$ cat src/rtl/combo_result_buffer.sv
// Result queue between an ALU combo and the common data bus: buffers completed
// results, requests the bus while non-empty and emits one entry per grant.
module combo_result_buffer #(
    parameter int DEPTH      = 4,
    parameter int DATA_WIDTH = 32,
    parameter int RRN_WIDTH  = 6,
    parameter int ARN_WIDTH  = 5
) (
    input  logic                    i_clk,
    input  logic                    i_reset_n,
    input  logic                    i_flush,
    input  logic                    i_valid,
    input  logic [DATA_WIDTH-1:0]   i_result,
    input  logic [RRN_WIDTH-1:0]    i_rrn,
    input  logic [ARN_WIDTH-1:0]    i_arn,
    output logic                    o_ready,
    output logic                    o_get_bus,
    input  logic                    i_bus_granted,
    output logic                    o_cdb_valid,
    output logic [DATA_WIDTH-1:0]   o_cdb_result,
    output logic [RRN_WIDTH-1:0]    o_cdb_rrn,
    output logic [ARN_WIDTH-1:0]    o_cdb_arn,
    output logic                    o_full,
    output logic [$clog2(DEPTH):0]  o_count
);

    localparam int PTR_W = $clog2(DEPTH);
    localparam int CNT_W = PTR_W + 1;

    logic [DATA_WIDTH-1:0] r_mem_result [DEPTH];
    logic [RRN_WIDTH-1:0]  r_mem_rrn    [DEPTH];
    logic [ARN_WIDTH-1:0]  r_mem_arn    [DEPTH];

    logic [PTR_W-1:0]      r_wr_ptr;
    logic [PTR_W-1:0]      r_rd_ptr;
    logic [CNT_W-1:0]      r_count;

    logic                  r_cdb_valid;
    logic [DATA_WIDTH-1:0] r_cdb_result;
    logic [RRN_WIDTH-1:0]  r_cdb_rrn;
    logic [ARN_WIDTH-1:0]  r_cdb_arn;

    logic                  w_full;
    logic                  w_empty;
    logic                  w_push;
    logic                  w_pop;

    // Handshake: an entry transfers when i_valid && o_ready on a rising edge
    // (flush suppresses it); o_ready depends only on occupancy, so a pop in the
    // same cycle never frees a slot for a push while full.
    assign w_full  = (r_count == CNT_W'(DEPTH));
    assign w_empty = (r_count == '0);
    assign w_push  = i_valid && !w_full && !i_flush;
    assign w_pop   = i_bus_granted && !w_empty && !i_flush;

    assign o_ready      = !w_full;
    assign o_full       = w_full;
    assign o_get_bus    = !w_empty && !i_flush;
    assign o_count      = r_count;
    assign o_cdb_valid  = r_cdb_valid;
    assign o_cdb_result = r_cdb_result;
    assign o_cdb_rrn    = r_cdb_rrn;
    assign o_cdb_arn    = r_cdb_arn;

    always_ff @(posedge i_clk) begin
        if (w_push) begin
            r_mem_result[r_wr_ptr] <= i_result;
            r_mem_rrn[r_wr_ptr]    <= i_rrn;
            r_mem_arn[r_wr_ptr]    <= i_arn;
        end
    end

    always_ff @(posedge i_clk or negedge i_reset_n) begin
        if (!i_reset_n) begin
            r_wr_ptr     <= '0;
            r_rd_ptr     <= '0;
            r_count      <= '0;
            r_cdb_valid  <= 1'b0;
            r_cdb_result <= '0;
            r_cdb_rrn    <= '0;
            r_cdb_arn    <= '0;
        end else if (i_flush) begin
            r_wr_ptr    <= '0;
            r_rd_ptr    <= '0;
            r_count     <= '0;
            r_cdb_valid <= 1'b0;
        end else begin
            r_cdb_valid <= w_pop;
            if (w_push) begin
                r_wr_ptr <= r_wr_ptr + PTR_W'(1);
            end
            if (w_pop) begin
                r_rd_ptr     <= r_rd_ptr + PTR_W'(1);
                r_cdb_result <= r_mem_result[r_rd_ptr];
                r_cdb_rrn    <= r_mem_rrn[r_rd_ptr];
                r_cdb_arn    <= r_mem_arn[r_rd_ptr];
            end
            // Payload registers hold their last value when no pop occurs.
            case ({w_push, w_pop})
                2'b10:   r_count <= r_count + CNT_W'(1);
                2'b01:   r_count <= r_count - CNT_W'(1);
                default: r_count <= r_count;
            endcase
        end
    end

endmodule

$ cat config.mk
export PLATFORM = sky130hd
export DESIGN_NAME = combo_result_buffer
export DESIGN_NICKNAME = d
export VERILOG_FILES = /design/src/rtl/combo_result_buffer.sv
export SDC_FILE = /design/constraint.sdc
export NUM_CORES = 1
export LEC_CHECK = 0
export ABC_AREA = 1
export CAP_MARGIN = 20
export CORE_UTILIZATION = 45
export CTS_CLUSTER_SIZE = 10
export DETAILED_ROUTE_END_ITERATION = 12
export GPL_ROUTABILITY_DRIVEN = 0
export PLACE_DENSITY = 0.63
export SYNTH_ARGS = -nofsm -noshare
export SYNTH_HDL_FRONTEND = slang
export SYNTH_SLANG_ARGS = --single-unit
$ cat constraint.sdc
create_clock -name i_clk -period 5.95 [get_ports i_clk]
set_input_delay 1.19 -clock i_clk [delete_from_list [all_inputs] [get_ports i_clk]]
set_output_delay 1.19 -clock i_clk [all_outputs]
set_load 0.05 [all_outputs]
==> impl_metrics.yaml, run 1 <==
status:
  status: "finished clean"
setup_path:
  required_ps: 4760
  cp.arrival_ps: 2610
  cp-end-kind: "output pin"
  critPathMaxFanout: 3
  path_class: "in -> out"
  cp-start-kind: "input port"
  crit_path_start: "i_flush"
  r2r-start: "o_count[0]"
worst_hold_path:
  hp-start: "o_cdb_result[26]"
  hold_path_class: "reg -> reg"
sta:
  maxSlewViolCount: 0
  maxSlewHeadroom: 0.305
  post-route-period-util: 0.639
  timing.fmax_ghz: 0.263
  finalHoldViolations: 0
  setup_violations: 0
  fin_worst_skew_ps: 17.8
  worst_pin_slew_ps: 1040
  rsz0062_at_grt: "no"
  finalSetupTns_ps: 0
  timing.final.crit_period_ps: 3800
drt:
  wl_um: 17600
  ant_nets: 0
  wl_per_cell_um: 17.5
  routed_via_density: 5.26
  vias: 5307
  drt_pass1_iterations: 5
  drc: 0
  initialDrtViolationCount: 327
grt:
  grt_pass1_vias: 5505
  grt_pass1_wl_um: 28500
  antenna_found_initial: 0
  grt-ovfl-total: 0
  grt_max_degree: 90
  grt.total_usage: 0.186
power:
  finalPower_w: 0.00499
  power_density_mw_per_mm2: 481
  p_leak_nw: 3.87
  vdd.ir_drop.worst_v: 0.000230
synth:
  synthMuxAreaShare: 0
  yosys_register_bits: 223
  syn_avg_cell_area_um2: 12.8
  synth_compound_gate_area_share: 0.0879
  synth_flop_cell: "edfxtp_1"
  ys_seq_area_frac: 0.759
  synth_fa_ha_area_frac: 0.00826
  ys_async_sr_fraction: 0.229
  synth_enable_flop_cells: 172
  yosysUniqueCellTypes: 24
  synth_top_family_by_area: "simple AND/OR/NAND/NOR gates"
  netlist_instances: 662
  synthDominantCellAreaShare: 0.609
  yosysWarnings: 0
  ys_top_cells_by_area: "edfxtp_1 61%, dfrtp_1 15%, nand2_1 6.4%"
  yosys.area_share.simple: 0.114
  synth-xor-area-share: 0.00103
  post-synth-top-count-cell: "edfxtp_1"
  synth_area_mm2: 0.00849
  syn-num-nets: 715
  synth_area_leader_cell: "edfxtp_1"
  synth_common_cells: "172 x edfxtp_1, 144 x nand2_1, 92 x nor2_1"
layout:
  stdcell_count: 1008
  diodes: 0
  fill_cells: 1461
  area_growth_pct: 22.4
  drive_above_1_share: 0.0706
  utilization: 0.570
  nets: 812
die:
  die_h_um: 139
  die_w_um: 139
  ioPinCount: 98
  initial_utilization: 0.466
  die_area_mm2: 0.0194
  rows: 49
  coreArea_mm2: 0.0182
placement:
  dp_hpwl_um: 9900
  port_buffers: 97
  dp.cells: 960
clocking:
  clockRootBuffer: "clkbuf_16"
  cts.sinks: 223
  ctsResizeCount: 0
  hold_buffers: 0
  clock_latency_ps: 510
  cts-htree-levels: 1
  post_cts_buffers: 0
  cts_tree: "done"
  clk_pin_slew_ps: 50
  clk_path_buf_depth: 3
  cts_buffers: 26
run:
  drv_cap: 0
==> per-stage QoR <==
| step | area, um^2 | hold slack [ps] | setup WS, ps |
|---|---|---|---|
| after global routing | 10400 | 508 | 2120 |
| after global placement | 9630 | 463 | 2090 |
| after detailed placement | 9630 | 464 | 2010 |
| after floorplan | 8490 | 516 | 2160 |
| after CTS | 10400 | 480 | 2150 |
| final | 10400 | 476 | 2150 |
==> layer usage <==
layer	wire length (um)	global-route usage
met3	825	0.0251
met1	7780	0.241
met5	0	0
met4	248	0.0550
met2	8760	0.327
==> state kept, by name, indices dropped and copies added (netlist names) <==
| name | count |
|---|---|
| o_count | 3 |
| o_cdb_result | 32 |
| o_cdb_arn | 5 |
| r_wr_ptr | 2 |
| r_mem_result | 128 |
| r_mem_rrn | 24 |
| r_rd_ptr | 2 |
| o_cdb_rrn | 6 |
| o_cdb_valid | 1 |
| r_mem_arn | 20 |
==> power breakdown <==
group          switching [W]  total, W  internal (W)  leakage [nW]
Combinational        0.00108   0.00156      0.000479          1.31
Sequential          0.000119   0.00203       0.00192          2.20
Clock               0.000557   0.00140      0.000843         0.356
==> placed cells by master, fill, tap and decap left out <==
master,count
a21boi_2,1
a21oi_1,3
buf_2,1
buf_4,7
clkbuf_1,20
clkbuf_16,27
clkdlybuf4s50_1,96
clkinvlp_4,1
dfrtp_1,49
dfrtp_2,2
edfxtp_1,172
fa_1,1
ha_1,4
inv_1,9
inv_2,5
inv_4,1
nand2_1,144
nand2_2,3
nand3_1,4
nand3_2,1
nand3_4,1
nor2_1,88
nor2_4,5
o21ai_0,88
o21ai_1,2
o22ai_1,43
xnor2_1,1
==> layout make-up <==
type	count	area, um^2	area share
Timing Repair Buffer	104	1020	0.0981
Clock buffer	47	751	0.0723
Tap cell	229	287	0.0276
Clock inverter	1	7.51	0.000723
Sequential cell	223	6440	0.621
Multi-Input combinational cell	389	1820	0.175
Inverter	15	58.8	0.00566
==> critical path: stages <==
cell,delay (ps)
clkdlybuf4s50_1,470
a21oi_1,140
clkdlybuf4s50_1,810
==> kinds of logic after synthesis <==
| logic type | Yosys count |
|---|---|
| and+or+nand+nor | 246 |
| DFF | 223 |
| AOI/OAI and AO/OA | 137 |
| buffers and inverters | 50 |
| adders and majority gates | 5 |
| xor gates and xnor gates | 1 |
==> final timing paths <==
path	end	slack (ps)	depth (start not counted)
worst min register to register	o_cdb_result[26]	480	2
min in group asynchronous	o_cdb_valid	830	2
worst max-delay path	o_get_bus	2150	3
worst max register to register	r_mem_result[2][28]	3270	5
worst min-delay path	o_cdb_result[26]	480	2
max in group asynchronous	r_rd_ptr[1]	4630	2
No activity file was read; power rests on OpenSTA's default activity.
==> run 2, diff against run 1 <==
==> constraint.sdc (replaced) <==
create_clock -name i_clk -period 3.76 [get_ports i_clk]
set_input_delay 0.752 -clock i_clk [delete_from_list [all_inputs] [get_ports i_clk]]
set_output_delay 0.752 -clock i_clk [all_outputs]
set_load 0.05 [all_outputs]
==> run 2 against run 1 <==
Net effect: sequential share of layout area decreased by 0.41 points; final cell count increased by 0.40%; global-route usage increased by 0.18 points.
==> impl_metrics.yaml, run 2 (synthesis results as in run 1) <==
worst_hold_path:
  hold_path_class: "in -> async"
drt:
  routed_via_density: 5.26
  wl_um: 17600
  wl_per_cell_um: 17.4
  initialDrtViolationCount: 323
  vias: 5323
  ant_nets: 0
  drc: 0
  drt_pass1_iterations: 5
clocking:
  cts.sinks: 223
  cts_tree: "done"
  clockRootBuffer: "clkbuf_16"
  clock_latency_ps: 510
  clk_pin_slew_ps: 60
  cts-htree-levels: 1
  ctsResizeCount: 0
  post_cts_buffers: 0
  hold_buffers: 0
  cts_buffers: 26
  clk_path_buf_depth: 3
layout:
  mostFrequentLayoutCell: "edfxtp_1"
  drive_above_1_share: 0.0766
  top_register: "r_mem_result"
  nets: 817
  diodes: 0
  final_cell_mix: "172 x edfxtp_1, 144 x nand2_1, 96 x clkdlybuf4s50_1"
  area_growth_pct: 23.2
  largest_reg_flops: 128
setup_path:
  critPathMaxFanout: 3
  cp-start-kind: "input port"
  path_class: "in -> out"
  required_ps: 3010
  cp-end-kind: "output pin"
  cp.arrival_ps: 2160
die:
  die_w_um: 139
  ioPinCount: 98
  initial_utilization: 0.466
  die_area_mm2: 0.0194
  coreArea_mm2: 0.0182
  die_h_um: 139
  rows: 49
grt:
  grt_pass1_vias: 5502
  grt_pass1_wl_um: 28400
  antenna_found_initial: 0
  grt.total_usage: 0.188
  grt_max_degree: 89
  grt-ovfl-total: 0
placement:
  port_buffers: 97
  pre_cts_ws_ps: 854
  dp_hpwl_um: 9990
sta:
  worst_pin_slew_ps: 1010
  post-route-period-util: 0.775
  finalSetupTns_ps: 0
  maxSlewViolCount: 0
  finalHoldViolations: 0
  maxSlewHeadroom: 0.325
  fin_worst_skew_ps: 8.00
  setup_ws_ps: 846
  timing.fmax_ghz: 0.343
  timing.final.crit_period_ps: 2910
  setup_violations: 0
  rsz0062_at_grt: "no"
status:
  status: "finished clean"
power:
  vdd.ir_drop.worst_v: 0.000354
  p_leak_nw: 3.91
  power_density_mw_per_mm2: 762
run:
  drv_cap: 0
run 2: path summary, 6_finish.rpt:
| path | startpoint | to | slack [ps] | cells past startpoint |
|---|---|---|---|---|
| min reg2reg | o_cdb_result[29] | o_cdb_result[29] | 470 | 2 |
| min | i_reset_n | o_cdb_result[22] | 220 | 1 |
| max | i_flush | o_get_bus | 850 | 3 |
| min in group i_clk | o_cdb_result[29] | o_cdb_result[29] | 470 | 2 |
| max reg2reg | r_rd_ptr[0] | o_cdb_result[8] | 1640 | 6 |
| max in group asynchronous | i_reset_n | r_rd_ptr[1] | 2690 | 2 |
run 2: power breakdown:
part	leakage [nW]	total, W	switching [W]	internal, W
Sequential	2.20	0.00319	0.000160	0.00303
Combinational	1.34	0.00250	0.00173	0.000768
Clock	0.369	0.00228	0.000882	0.00140
run 2: metrics by stage:
step	power, W	cells	utilization	hold slack [ps]	cell area (um^2)
3_5_place_dp	0.00575	965	0.531	464	9680
6_report	0.00797	1012	0.574	221	10500
5_1_grt	0.00835	1012	0.574	247	10500
3_3_place_gp	0.00569	965	0.531	464	9680
2_1_floorplan	0.00494	662	-	456	8490
4_1_cts	0.00803	1012	0.574	232	10500
run 2: area by class of cell:
type	instances	area [um^2]
clock inverters	1	30.0
clock buffers	46	747
fillers	1414	7760
inverters	15	58.8
flip-flops and latches	223	6440
well taps	229	287
multi-input cells	389	1820
repair buffers	109	1070
run 2: per-layer routing:
layer,vias to the layer above,track usage,part of all wire
li1,2533,-,-
met1,2631,0.239,0.43
met2,139,0.331,0.51
met3,20,0.0292,0.050
met4,0,0.0561,0.014
met5,-,0,0
run 2: worst max-delay path, cell delays in order:
cell,delay [ps]
clkdlybuf4s50_1,460
a21oi_1,140
clkdlybuf4s50_1,810
==> run 3, diff against run 2 <==
==> constraint.sdc (replaced) <==
create_clock -name i_clk -period 3 [get_ports i_clk]
set_input_delay 0.6 -clock i_clk [delete_from_list [all_inputs] [get_ports i_clk]]
set_output_delay 0.6 -clock i_clk [all_outputs]
set_load 0.05 [all_outputs]
==> run 3 against run 2 <==
Net effect: count of clock-buffer cells in the layout rose by 1; total power rose by 24%; flip-flop and latch count did not move; sequential power rose by 26%; core utilization rose by 0.089 points; register-to-register slack got worse by 560 ps; combinational power rose by 25%; worst hold slack got worse by 150 ps; non-clock buffer count fell by 2; die area did not move; cell area rose by 0.16%.
==> impl_metrics.yaml, run 3 (synthesis results as in run 1) <==
sta:
  post-route-period-util: 0.899
  setup_violations: 0
  rsz0062_at_grt: "no"
  maxSlewViolCount: 0
  worst_pin_slew_ps: 885
  timing.final.crit_period_ps: 2700
  timing.fmax_ghz: 0.371
  fin_worst_skew_ps: 13.3
  maxSlewHeadroom: 0.410
  setup_ws_ps: 304
  finalHoldViolations: 0
clocking:
  ctsResizeCount: 0
  cts_buffers: 26
  clock_latency_ps: 510
  clk_pin_slew_ps: 50
  post_cts_buffers: 0
  clockRootBuffer: "clkbuf_16"
  cts_tree: "done"
  cts-htree-levels: 1
  clk_path_buf_depth: 3
  cts.sinks: 223
  hold_buffers: 0
layout:
  fill_cells: 1434
  nets: 815
  drive_above_1_share: 0.0742
  largest_reg_flops: 128
  utilization: 0.575
  mostFrequentLayoutCell: "edfxtp_1"
  top_register: "r_mem_result"
  finalInstanceArea_mm2: 0.0105
  final_cell_mix: "172 x edfxtp_1, 144 x nand2_1, 96 x clkdlybuf4s50_1"
  multiInputGateArea_mm2: 0.00182
  seqCellArea_mm2: 0.00644
  area_growth_pct: 23.4
setup_path:
  required_ps: 2400
  reg2reg_slack_ps: 1080
  path_class: "reg -> out"
  critPathMaxFanout: 5
  cp-start-kind: "register"
  cp-end-kind: "output pin"
  cp.arrival_ps: 2100
power:
  p_leak_nw: 3.90
  vdd.ir_drop.worst_v: 0.000423
  power_density_mw_per_mm2: 947
drt:
  vias: 5308
  initialDrtViolationCount: 326
  drt_pass1_iterations: 5
  drc: 0
  wl_per_cell_um: 17.1
  routed_via_density: 5.25
  ant_nets: 0
  wl_um: 17300
placement:
  port_buffers: 97
  dp_hpwl_um: 9470
  place_area_mm2: 0.00971
  pre_cts_ws_ps: 408
grt:
  grt.total_usage: 0.183
  grt-ovfl-total: 0
  grt_max_degree: 89
  antenna_found_initial: 1
  grt_pass1_vias: 5317
  grt_pass1_wl_um: 27500
die:
  ioPinCount: 98
  rows: 49
  initial_utilization: 0.466
  coreArea_mm2: 0.0182
  die_w_um: 139
  die_h_um: 139
  die_area_mm2: 0.0194
worst_hold_path:
  hold_path_class: "in -> async"
status:
  status: "finished clean"
run:
  drv_cap: 0
## run 3: per-layer routing
| metal | part of all wire | vias up | wire, um | track usage |
|---|---|---|---|---|
| met1 | 0.43 | 2590 | 7360 | 0.234 |
| met2 | 0.50 | 156 | 8600 | 0.314 |
| met3 | 0.057 | 31 | 993 | 0.0330 |
| met4 | 0.019 | 0 | 330 | 0.0602 |
| li1 | - | 2531 | - | - |
| met5 | 0 | - | 0 | 0 |
## run 3: critical path, cell delays in order, from the launching register on
cell and delay (ps):
dfrtp_1 460, nor2_4 190, nand2_2 90, inv_1 60, clkdlybuf4s50_1 790
## run 3: path summary, 6_finish.rpt
path	cells after the start	endpoint	from
worst max-delay path	4	o_full	o_count[0]
worst min-delay path	1	o_cdb_result[28]	i_reset_n
worst max register to register	5	r_mem_result[0][6]	o_count[0]
worst min register to register	2	o_cdb_result[18]	o_cdb_result[18]
max in group asynchronous	2	r_rd_ptr[1]	i_reset_n
min in group i_clk	2	o_cdb_result[18]	o_cdb_result[18]
## run 3: layout make-up
| class | count | area share |
|---|---|---|
| timing repair buffer | 107 | 0.105 |
| multi-input combinational | 389 | 0.174 |
| tap | 229 | 0.0274 |
| inverter | 15 | 0.00562 |
| sequential | 223 | 0.616 |
| clock buffer | 47 | 0.0717 |
| clock inverter | 1 | 0.000478 |
| antenna | 1 | 0.000239 |
## run 3: through the flow
| stage | cells | hold WS, ps | setup TNS (ps) | total power [W] |
|---|---|---|---|---|
| final | 1012 | 72.5 | 0 | 0.00992 |
| after global routing | 1011 | 86.3 | 0 | 0.0104 |
| after CTS | 1011 | 75.1 | 0 | 0.0100 |
| after detailed placement | 963 | 464 | 0 | 0.00723 |
| after global placement | 963 | 464 | 0 | 0.00716 |
| after floorplan | 662 | 304 | -104430 | 0.00619 |
## run 3: where the power goes
part | leakage (nW) | internal (W) | switching, W
sequential | 2.20 | 0.00380 | 0.000221
clock | 0.360 | 0.00167 | 0.00110
combinational | 1.34 | 0.000977 | 0.00215
